## config.mk

```make
export PLATFORM = sky130hd
export DESIGN_NAME = sample_unpacker
export DESIGN_NICKNAME = d
export VERILOG_FILES = /design/src/rtl/sample_unpacker.sv
export SDC_FILE = /design/constraint.sdc
export NUM_CORES = 1
export LEC_CHECK = 0
export CAP_MARGIN = 20
export CORE_UTILIZATION = 30
export DETAILED_ROUTE_END_ITERATION = 12
export GPL_TIMING_DRIVEN = 0
export PLACE_DENSITY_LB_ADDON = 0.3
export SKIP_LAST_GASP = 1
export SLEW_MARGIN = 25
export SYNTH_ARGS = -nofsm -noshare
export SYNTH_HDL_FRONTEND = slang
export SYNTH_SLANG_ARGS = --single-unit
```

## constraint.sdc

```tcl
create_clock -name clk -period 5.4 [get_ports clk]
set_clock_uncertainty 0.1 [all_clocks]
set_input_delay 1.08 -clock clk [delete_from_list [all_inputs] [get_ports clk]]
set_output_delay 1.08 -clock clk [all_outputs]
set_load 0.01 [all_outputs]
```

## src/rtl/sample_unpacker.sv

```systemverilog
// Purpose : rebuilds samples from the packed 16-bit word stream and checks packet framing.
// Latency : the first sample of an accepted word appears 1 cycle after acceptance.
// Backpress: in_ready drops for one cycle whenever a word carries a second sample still to emit.
//
// Ports:
//   clk, reset          sample clock, synchronous active-high reset
//   mode                packing mode, latched at word index 0 (0: 3ch 2-bit I/Q, 1/2: 8-bit raw)
//   in_data/in_en/in_packet_end/in_ready   word stream; a word moves when in_en && in_ready
//   out_valid/out_iq/out_raw/out_first     one decoded sample per beat (registered)
//   packet_count/frame_err/err_count       framing statistics
module sample_unpacker #(
    parameter int WORDS_M0  = 720,
    parameter int WORDS_M12 = 480
) (
    input  logic        clk,
    input  logic        reset,
    input  logic [7:0]  mode,
    input  logic [15:0] in_data,
    input  logic        in_en,
    input  logic        in_packet_end,
    output logic        in_ready,
    output logic        out_valid,
    output logic [11:0] out_iq,
    output logic [7:0]  out_raw,
    output logic        out_first,
    output logic [15:0] packet_count,
    output logic        frame_err,
    output logic [7:0]  err_count
);

    localparam int IDX_W = $clog2((WORDS_M0 > WORDS_M12) ? WORDS_M0 : WORDS_M12);
    localparam logic [IDX_W-1:0] LAST_M0  = IDX_W'(WORDS_M0 - 1);
    localparam logic [IDX_W-1:0] LAST_M12 = IDX_W'(WORDS_M12 - 1);

    // Word position inside a mode-0 three-word group.
    typedef enum logic [1:0] {
        PH_W0 = 2'd0,
        PH_W1 = 2'd1,
        PH_W2 = 2'd2
    } phase_t;

    phase_t             phase_q, phase_d;
    logic [7:0]         pkt_mode_q, pkt_mode_d;
    logic [IDX_W-1:0]   word_idx_q, word_idx_d;
    logic [7:0]         hold_q, hold_d;
    logic               pend_vld_q, pend_vld_d;
    logic [11:0]        pend_dat_q, pend_dat_d;
    logic               out_valid_q, out_valid_d;
    logic [11:0]        out_iq_q, out_iq_d;
    logic [7:0]         out_raw_q, out_raw_d;
    logic               out_first_q, out_first_d;
    logic [15:0]        packet_count_q, packet_count_d;
    logic               frame_err_q, frame_err_d;
    logic [7:0]         err_count_q, err_count_d;

    logic               accept;
    logic [7:0]         cur_mode;
    logic               is_m0;
    logic               is_m12;
    logic               at_last;
    logic               first_word;

    // A word is only refused while its predecessor's second sample is still queued.
    assign in_ready   = ~pend_vld_q;
    assign accept     = in_en & in_ready;
    assign first_word = (word_idx_q == '0);
    // Index 0 uses the live mode so the very first word already decodes correctly.
    assign cur_mode   = first_word ? mode : pkt_mode_q;
    assign is_m0      = (cur_mode == 8'd0);
    assign is_m12     = (cur_mode == 8'd1) || (cur_mode == 8'd2);
    // Unsupported modes are framed like modes 1/2.
    assign at_last    = (word_idx_q == (is_m0 ? LAST_M0 : LAST_M12));

    always_comb begin
        phase_d        = phase_q;
        pkt_mode_d     = pkt_mode_q;
        word_idx_d     = word_idx_q;
        hold_d         = hold_q;
        pend_vld_d     = pend_vld_q;
        pend_dat_d     = pend_dat_q;
        out_valid_d    = 1'b0;
        out_iq_d       = out_iq_q;
        out_raw_d      = out_raw_q;
        out_first_d    = 1'b0;
        packet_count_d = packet_count_q;
        frame_err_d    = frame_err_q;
        err_count_d    = err_count_q;

        if (pend_vld_q) begin
            // Second sample of the previous word; pkt_mode_q already reflects that word.
            out_valid_d = 1'b1;
            pend_vld_d  = 1'b0;
            if (pkt_mode_q == 8'd0) begin
                out_iq_d  = pend_dat_q;
                out_raw_d = 8'd0;
            end else begin
                out_iq_d  = 12'd0;
                out_raw_d = pend_dat_q[7:0];
            end
        end else if (accept) begin
            pkt_mode_d = cur_mode;

            if (is_m0) begin
                out_valid_d = 1'b1;
                out_first_d = first_word;
                out_raw_d   = 8'd0;
                case (phase_q)
                    PH_W0: begin
                        out_iq_d = in_data[15:4];
                        hold_d   = {4'd0, in_data[3:0]};
                        phase_d  = PH_W1;
                    end
                    PH_W1: begin
                        out_iq_d = {hold_q[3:0], in_data[15:8]};
                        hold_d   = in_data[7:0];
                        phase_d  = PH_W2;
                    end
                    default: begin
                        out_iq_d   = {hold_q, in_data[15:12]};
                        pend_vld_d = 1'b1;
                        pend_dat_d = in_data[11:0];
                        hold_d     = 8'd0;
                        phase_d    = PH_W0;
                    end
                endcase
            end else if (is_m12) begin
                out_valid_d = 1'b1;
                out_first_d = first_word;
                out_iq_d    = 12'd0;
                out_raw_d   = in_data[15:8];
                pend_vld_d  = 1'b1;
                pend_dat_d  = {4'd0, in_data[7:0]};
            end

            // Framing: an end flag must coincide with the last expected word.
            // Any mismatch resyncs to index 0; samples of this word still go out.
            if (in_packet_end && at_last) begin
                packet_count_d = packet_count_q + 16'd1;
                word_idx_d     = '0;
                phase_d        = PH_W0;
                hold_d         = 8'd0;
            end else if (in_packet_end || at_last) begin
                frame_err_d = 1'b1;
                if (err_count_q != 8'hFF) begin
                    err_count_d = err_count_q + 8'd1;
                end
                word_idx_d = '0;
                phase_d    = PH_W0;
                hold_d     = 8'd0;
            end else begin
                word_idx_d = word_idx_q + 1'b1;
            end
        end
    end

    always_ff @(posedge clk) begin
        if (reset) begin
            phase_q        <= PH_W0;
            pkt_mode_q     <= 8'd0;
            word_idx_q     <= '0;
            hold_q         <= 8'd0;
            pend_vld_q     <= 1'b0;
            pend_dat_q     <= 12'd0;
            out_valid_q    <= 1'b0;
            out_iq_q       <= 12'd0;
            out_raw_q      <= 8'd0;
            out_first_q    <= 1'b0;
            packet_count_q <= 16'd0;
            frame_err_q    <= 1'b0;
            err_count_q    <= 8'd0;
        end else begin
            phase_q        <= phase_d;
            pkt_mode_q     <= pkt_mode_d;
            word_idx_q     <= word_idx_d;
            hold_q         <= hold_d;
            pend_vld_q     <= pend_vld_d;
            pend_dat_q     <= pend_dat_d;
            out_valid_q    <= out_valid_d;
            out_iq_q       <= out_iq_d;
            out_raw_q      <= out_raw_d;
            out_first_q    <= out_first_d;
            packet_count_q <= packet_count_d;
            frame_err_q    <= frame_err_d;
            err_count_q    <= err_count_d;
        end
    end

    assign out_valid    = out_valid_q;
    assign out_iq       = out_iq_q;
    assign out_raw      = out_raw_q;
    assign out_first    = out_first_q;
    assign packet_count = packet_count_q;
    assign frame_err    = frame_err_q;
    assign err_count    = err_count_q;

endmodule

```

---- After elaboration in Yosys (flattened, before gate mapping) ----
Index checks and enable logic that the tools add are counted.
word-level totals
  output and inout bits ................... 48
  bits of input ports ..................... 28
  word-level logic and storage cells ...... 80
  bits in registers ....................... 88
cells by class
  equal/unequal tests ..................... 6
  $add $sub $neg .......................... 3
  mux-type cells .......................... 34
  reductions and logical operators ........ 20
  bitwise logic cells ..................... 4
operator list
  cell                   number
  $mux 12                8
  $mux 8                 9
  $mux 10                3
  $pmux 12 s2            1
  $add 16x1->16 const B  1
  $logic_not 8->1        2
  $pmux 8 s2             1
  $add 10x1->10 const B  1
  $eq 10x10->1           1
  $logic_not 10->1       1
  $add 8x1->8 const B    1
  $eq 8x1->1 const B     1
  $eq 8x2->1 const B     1
  $mux 1                 8
  $ne 8x8->1 const B     1
  $reduce_and 4->1       2
  $mux 2                 3
  $reduce_and 3->1       2
  $reduce_bool 3->1      2
  $reduce_and 5->1       1
  $pmux 2 s2             1
  $reduce_and 2->1       2
  $reduce_bool 2->1      2
  $not 1->1              3
  8 further kinds        9

---- Longest topological paths before layout ----
Gate-level depths: netlist of run 1.
  depth after elaboration ................. 8
  depth in mapped cells ................... 11
  mapped depth without buffers ............ 9

---- Worst setup path after synthesis of run 1 ----
OpenSTA, ideal clock, no wires.
  path type ............................... input-to-reg
  start point ............................. input port mode[2]
  end point ............................... register err_count_q[2], in the netlist err_count[2]
  data required time ...................... 5.230 ns
  stages .................................. 8
  path buffers ............................ 1
  data arrival time ....................... 2.847 ns
  setup time .............................. 0.070 ns
  setup slack ............................. 2.382 ns
  cell sequence ........................... nor4_1 nand3_1 mux2i_4 a21boi_4 nor2_2 buf_6 or4_1 a21oi_1
on the way
  word-level cells in the longest chain between the ends .. 7
  elaborated cells between the ends (all ways) .. 8
  classes of those cells .................. eq/ne (1); mux (2); bitwise (1); reduce/logical (4)
ends and longest elaborated chain
  element                              line  source
  start: declaration                   17    input logic [7:0] mode,
  $mux 8 *                             68    assign cur_mode = first_word ? mode : pkt_mode_q;
  $logic_not 8->1 *                    69    assign is_m0 = (cur_mode == 8'd0);
  $mux 10 *                            72    assign at_last = (word_idx_q == (is_m0 ? LAST_M0 : LAST_M12));
  $eq 10x10->1 *                       72
  $logic_and 1x1->1                    137   if (in_packet_end && at_last) begin
  $not 1->1 (no source line)           n/a
  $reduce_and 5->1 (no source line) *  n/a
  end signal: assignment               184   err_count_q <= err_count_d;
  end: declaration                     54    logic [7:0] err_count_q, err_count_d;
Every way passes the cells marked *; elsewhere a longest branch is shown, timed or not.
A chain may end at the register's enable or synchronous reset.

---- Final worst setup path of run 1 ----
  start point ............................. input port mode[2]
  end point ............................... register word_idx_q[6]
on the way
  word-level cells in the longest chain between the ends .. 7
  elaborated cells between the ends (all ways) .. 8
  classes of those cells .................. eq/ne (1); mux (4); reduce/logical (3)
ends and longest elaborated chain
  element                 line  source
  $mux 8 *                68
  $logic_not 8->1 *       69
  $mux 10 *               72
  $eq 10x10->1 *          72
  $logic_or 1x1->1        142   end else if (in_packet_end || at_last) begin
  $mux 10                 142
  $mux 10 *               137
  end signal: assignment  174   word_idx_q <= word_idx_d;
  end: declaration        44    logic [IDX_W-1:0] word_idx_q, word_idx_d;
Marks and branches as above.

==> results of run 1 <==
[logic make-up (layout without fill, tap and decap cells)]
| kind of cell | count (synthesis) | after routing |
|---|---|---|
| XOR/XNOR | 18 | 18 |
| flip-flops | 88 | 88 |
| AND/OR/NAND/NOR | 219 | 219 |
| AO/OA/AOI/OAI | 99 | 99 |
| multiplexers | 18 | 18 |
| adder cells (fa/ha/maj) | 4 | 4 |
| buffers and inverters | 39 | 128 |
[per-stage QoR]
step | worst slack (ns) | hold slack [ns] | utilization | cell area [µm²]
after global placement | 1.59 | 0.345 | 0.381 | 5040
after detailed placement | 1.53 | 0.351 | 0.381 | 5040
final | 1.92 | 0.357 | 0.402 | 5330
after global routing | 1.74 | 0.380 | 0.402 | 5330
after floorplan | 2.38 | 0.336 | - | 4080
after CTS | 1.89 | 0.360 | 0.402 | 5330
[state kept, by name, summed over array words and instances, names as in the netlist, 2 cells and up]
| register | cells |
|---|---|
| phase_q | 2 |
| pend_dat_q | 12 |
| packet_count | 16 |
| err_count | 8 |
| hold_q | 8 |
| word_idx_q | 10 |
| out_iq | 12 |
| out_raw | 8 |
| pkt_mode_q | 8 |
[worst paths after layout]
| kind | startpoint | endpoint | slack, ns |
|---|---|---|---|
| worst max register to register | word_idx_q[0] | word_idx_q[6] | 2.56 |
| worst min register to register | pkt_mode_q[6] | pkt_mode_q[6] | 0.36 |
| worst min-delay path | pkt_mode_q[6] | pkt_mode_q[6] | 0.36 |
| worst max-delay path | mode[2] | word_idx_q[6] | 1.92 |
[layer usage]
layer	global-route usage	up-vias	wire, µm
li1	-	1917	-
met1	0.213	1776	5230
met5	0	-	0
met3	0.0483	14	606
met4	0.0680	0	177
met2	0.258	96	5270
[synth_stat cells, drive strengths merged (2+ instances only)]
cell type  instances
nor3              23
nor2              57
nand4             11
mux2i             17
a22o               8
ha                 4
clkbuf            22
nand2b             2
and3               7
buf                8
nor4               7
xor2               9
dfxtp             88
o21ba              2
or4                5
a222oi             2
a31oi              3
a221oi            16
nand3             23
and2               4
nand2             63
a21oi             32
inv                9
o31ai              5
a32oi              4
or3                8
xnor2              9
nor4b              3
o21ai             19
[tightest hold or removal path, delay by kind of cell, from the launching register on]
kind	cells	cell delay, ns
compound gates	1	0.05
simple gates	1	0.05
flops	1	0.31
[report_power, final]
group / switching (W) / leakage [nW] / total [W] / internal, W
logic: 0.0000945 / 0.901 / 0.000171 / 0.0000764
clock network: 0.000258 / 0.137 / 0.000606 / 0.000349
registers: 0.0000134 / 0.712 / 0.000682 / 0.000668
total: 0.000366 / 1.75 / 0.00146 / 0.00109
[cell type report]
type,count,share of cell area
multi-input cells,358,0.404
flip-flops and latches,88,0.331
repair buffers,74,0.139
clock buffers,12,0.0500
well taps,176,0.0413
plain buffers,30,0.0246
inverters,9,0.00634
clock inverters,3,0.00446
==> results.sh, run 1 <==
export IMPL_outcome="finished, final reports clean"
export IMPL_post_cts_setup_buffers=0
export IMPL_p_total_w=0.00146
export IMPL_portBuffers=74
export IMPL_drive_above_1_share=0.0523
export IMPL_finalMaxSlewViolations=0
export IMPL_path_delay_family="simple AND/OR/NAND/NOR gates"
export IMPL_rows=42
export IMPL_synth_compound_area_frac=0.166
export IMPL_cpMostUsedCell="nor2_1"
export IMPL_area_growth_pct=30.7
export IMPL_cts_repair_resized=0
export IMPL_clk_latency_ns=0.35
export IMPL_drc=0
export IMPL_vias=3803
export IMPL_ctsLongestPathBuffers=2
export IMPL_setup_viol=0
export IMPL_power_leakage_nw=1.75
export IMPL_cp_max_fo=9
export IMPL_wl_per_cell_um=15.0
export IMPL_synth_top_family_by_area="simple AND/OR/NAND/NOR gates"
export IMPL_syn_nets=517
export IMPL_numClockSinks=88
export IMPL_routed_wl_um=11300
export IMPL_hpwl_um=8400
export IMPL_synth_fa_ha_area_frac=0.0123
export IMPL_drtPass1Iterations=4
export IMPL_hold_viol_final=0
export IMPL_critPathKind="in -> reg"
export IMPL_synthMuxAreaShare=0.0485
export IMPL_fin_setup_tns_ns=0
export IMPL_yosysSeqAreaShare=0.432
export IMPL_slowest_stage="o21bai_1"
export IMPL_syn_inst=485
export IMPL_synthTopCellsByArea="dfxtp_1, nand2_1, nor2_1"
export IMPL_grt_ovfl_total=0
export IMPL_syn_area_um2=4080
export IMPL_min_path_type="reg -> reg"
export IMPL_fmax_mhz=287
export IMPL_num_fill_cells=1363
export IMPL_layout_min_cycle_time_ns=3.48
export IMPL_grt_pass1_wl_um=18200
export IMPL_dpl_cell_count=735
export IMPL_worst_pin_slew_ns=0.831
export IMPL_reg2regPathDepth=10
export IMPL_yosysTopAreaCell="dfxtp_1"
export IMPL_grt_antenna_before_repair=0
export IMPL_regArea_um2=1760
export IMPL_synth_edff_count=0
export IMPL_clk_pin_slew_ns=0.06
export IMPL_htreeDepth=3
export IMPL_required_ns=5.50
export IMPL_io_pins=76
export IMPL_grt_max_degree=15
export IMPL_endpoint_kind="flip-flop"
export IMPL_antennaDiodeCount=0
export IMPL_cts_buffers=9
export IMPL_synthSimpleGateAreaFrac=0.263
export IMPL_multi_input_area_um2=2150
export IMPL_start_kind="input pin"
export IMPL_postSynth_asyncResetShare=0
export IMPL_grtUsageTotal=0.166
export IMPL_synthXorXnorAreaFrac=0.0387
export IMPL_start_util=0.308
export IMPL_powerDensity_nw_per_um2=274
export IMPL_cts_hold_buffers=0
export IMPL_layout_commonest_cell="dfxtp_1"
export IMPL_hold_depth=2
export IMPL_instances_no_fill=750
export IMPL_irDropWorstVdd_v=0.000138
export IMPL_final_nets=602
export IMPL_cts_root_buf="clkbuf_16"
export IMPL_maxCapViolCount=0
export IMPL_ys_warn_count=0
export IMPL_dr_first_iter_drc_count=215
export IMPL_worstPathCellList="clkdlybuf4s50_1 > nor4_1 > nand3_1 > mux2i_4 > mux2_4 > nor2_1 > o21bai_1 > nor2_1"
export IMPL_drtAntennaViolNets=0
export IMPL_gp_congestion=0.809
export IMPL_syn_avg_cell_area_um2=8.41
export IMPL_synth_top_area_share=0.432
export IMPL_grt_pass1_vias=3640
export IMPL_cp_slowest_stage_delay_ns=0.61
export IMPL_fp_dieW_um=119
export IMPL_synth_seq_cells=88
export IMPL_rsz0062_at_grt="no"
export IMPL_synth_cell_types=53
export IMPL_fin_crit_sh=0.644
export IMPL_vias_per_cell=5.07
export IMPL_crit_arrival_ns=3.58
export IMPL_final_cell_mix="dfxtp_1, clkdlybuf4s50_1, nand2_1"
export IMPL_critical_path_buf_inv_count=1
export IMPL_coreArea_um2=13200
export IMPL_cts_tree="done"
export IMPL_dieArea_um2=14100
export IMPL_worst_path_stages=8
export IMPL_chipHeight_um=119
export IMPL_relSlewSlack=0.443
export IMPL_synth_main_ff_cell="dfxtp_1"
(Power assumes the default switching activity.)
==> run 2, diff against run 1 <==
- clock period: 5.4 -> 3.19 ns (I/O delays scaled with it)
==> run 2 against run 1 <==
  * Register-to-register slack got worse by 2.2 ns
  * Non-clock buffer count unchanged
  * Worst setup slack got worse by 1.8 ns
  * Sequential power increased by 69%
  * Final area about the same
  * Sequential share of layout area about the same
  * Largest power group unchanged
==> results.sh, run 2 (synthesis gave the netlist of run 1 again) <==
export IMPL_outcome="finished, final reports clean"
export IMPL_ctsLongestPathBuffers=2
export IMPL_critPathKind="in -> reg"
export IMPL_portBuffers=74
export IMPL_rows=42
export IMPL_dieArea_um2=14100
export IMPL_vias_per_cell=5.06
export IMPL_io_pins=76
export IMPL_cts_hold_buffers=0
export IMPL_min_path_type="reg -> reg"
export IMPL_powerDensity_nw_per_um2=463
export IMPL_layout_commonest_cell="dfxtp_1"
export IMPL_fp_dieW_um=119
export IMPL_largest_reg_flops=16
export IMPL_wl_per_cell_um=15.0
export IMPL_cts_buffers=9
export IMPL_grt_antenna_before_repair=0
export IMPL_chipHeight_um=119
export IMPL_crit_start="mode[2]"
export IMPL_start_kind="input pin"
export IMPL_final_nets=602
export IMPL_fin_setup_tns_ns=0
export IMPL_drc=0
export IMPL_pre_cts_ws_ns=-0.233
export IMPL_finalMaxSlewViolations=0
export IMPL_layout_min_cycle_time_ns=3.02
export IMPL_num_fill_cells=1365
export IMPL_hold_depth=2
export IMPL_drtPass1Iterations=4
export IMPL_dr_first_iter_drc_count=211
export IMPL_gp_congestion=0.809
export IMPL_clk_latency_ns=0.35
export IMPL_setup_viol=0
export IMPL_htreeDepth=3
export IMPL_area_growth_pct=30.8
export IMPL_fin_crit_sh=0.947
export IMPL_drive_above_1_share=0.0540
export IMPL_final_cell_mix="dfxtp_1, clkdlybuf4s50_1, nand2_1"
export IMPL_grt_max_degree=15
export IMPL_grt_pass1_wl_um=18200
export IMPL_grtUsageTotal=0.166
export IMPL_post_cts_setup_buffers=0
export IMPL_cts_root_buf="clkbuf_16"
export IMPL_required_ns=3.38
export IMPL_relSlewSlack=0.449
export IMPL_hpwl_um=8400
export IMPL_regArea_um2=1760
export IMPL_start_util=0.308
export IMPL_maxCapViolCount=0
export IMPL_worst_pin_slew_ns=0.823
export IMPL_rr_startpoint="word_idx_q[0]"
export IMPL_antennaDiodeCount=0
export IMPL_coreArea_um2=13200
export IMPL_finalWorstSetupSlack_ns=0.168
export IMPL_crit_arrival_ns=3.21
export IMPL_irDropWorstVdd_v=0.000237
export IMPL_grt_pass1_vias=3640
export IMPL_multi_input_area_um2=2160
export IMPL_min_from="pkt_mode_q[6]"
export IMPL_power_leakage_nw=1.75
export IMPL_timing_hold_ws_ns=0.357
export IMPL_cts_repair_resized=0
export IMPL_clk_pin_slew_ns=0.06
export IMPL_cp_max_fo=8
export IMPL_vias=3793
export IMPL_fmax_mhz=331
export IMPL_numClockSinks=88
export IMPL_endpoint_kind="flip-flop"
export IMPL_routed_wl_um=11300
export IMPL_rsz0062_at_grt="no"
export IMPL_cts_tree="done"
export IMPL_grt_ovfl_total=0
export IMPL_hold_viol_final=0
export IMPL_reg2regPathDepth=11
export IMPL_drtAntennaViolNets=0
## run 2: through the flow
stage,util,instances,power [W],instance area [µm²]
2_1_floorplan,-,485,0.00133,4080
3_3_place_gp,0.381,735,0.00146,5040
3_5_place_dp,0.381,735,0.00147,5040
4_1_cts,0.402,750,0.00250,5330
5_1_grt,0.403,750,0.00257,5330
6_report,0.403,750,0.00247,5330
## run 2: worst paths after layout
path	end	slack, ns
worst max-delay path	hold_q[6]	0.17
worst min-delay path	pkt_mode_q[6]	0.36
worst max register to register	hold_q[6]	0.36
worst min register to register	pkt_mode_q[6]	0.36
## run 2: report_power, final
part	leakage, nW	internal [W]	switching (W)
clock	0.137	0.000590	0.000434
combinational	0.902	0.000130	0.000160
sequential	0.712	0.00113	0.0000228
total	1.75	0.00185	0.000617
## run 2: final cells by class
type	count	share of cell area
Inverter	9	0.00633
Tap cell	176	0.0413
Sequential cell	88	0.330
Clock buffer	12	0.0500
Multi-Input combinational cell	358	0.404
Timing Repair Buffer	74	0.139
Clock inverter	3	0.00446
Buffer	30	0.0246
## run 2: worst max-delay path, stage by stage
cell and delay [ns]:
clkdlybuf4s50_1 0.43, nor4_1 0.45, nand3_1 0.19, mux2i_4 0.33, and2_0 0.17, buf_2 0.19
and3b_1 0.34, and2_1 0.29, a22o_1 0.17
## run 2: routing by layer
metal,share of wire,track usage,wire length [µm]
met2,0.46,0.258,5230
met3,0.050,0.0483,561
met4,0.020,0.0680,224
met5,0,0,0
met1,0.47,0.213,5230
==> run 3, diff against run 2 <==
--- a/constraint.sdc
+++ b/constraint.sdc
@@ -3,3 +3,3 @@
 set_input_delay 0.638 -clock clk [delete_from_list [all_inputs] [get_ports clk]]
 set_output_delay 0.638 -clock clk [all_outputs]
-set_load 0.01 [all_outputs]
+set_load 0.02 [all_outputs]
==> results of run 3 <==
The final DEF is identical to that of run 2. Status: finished, final reports clean.
Main changes from that run: total power 0.00247 W -> 0.00248 W
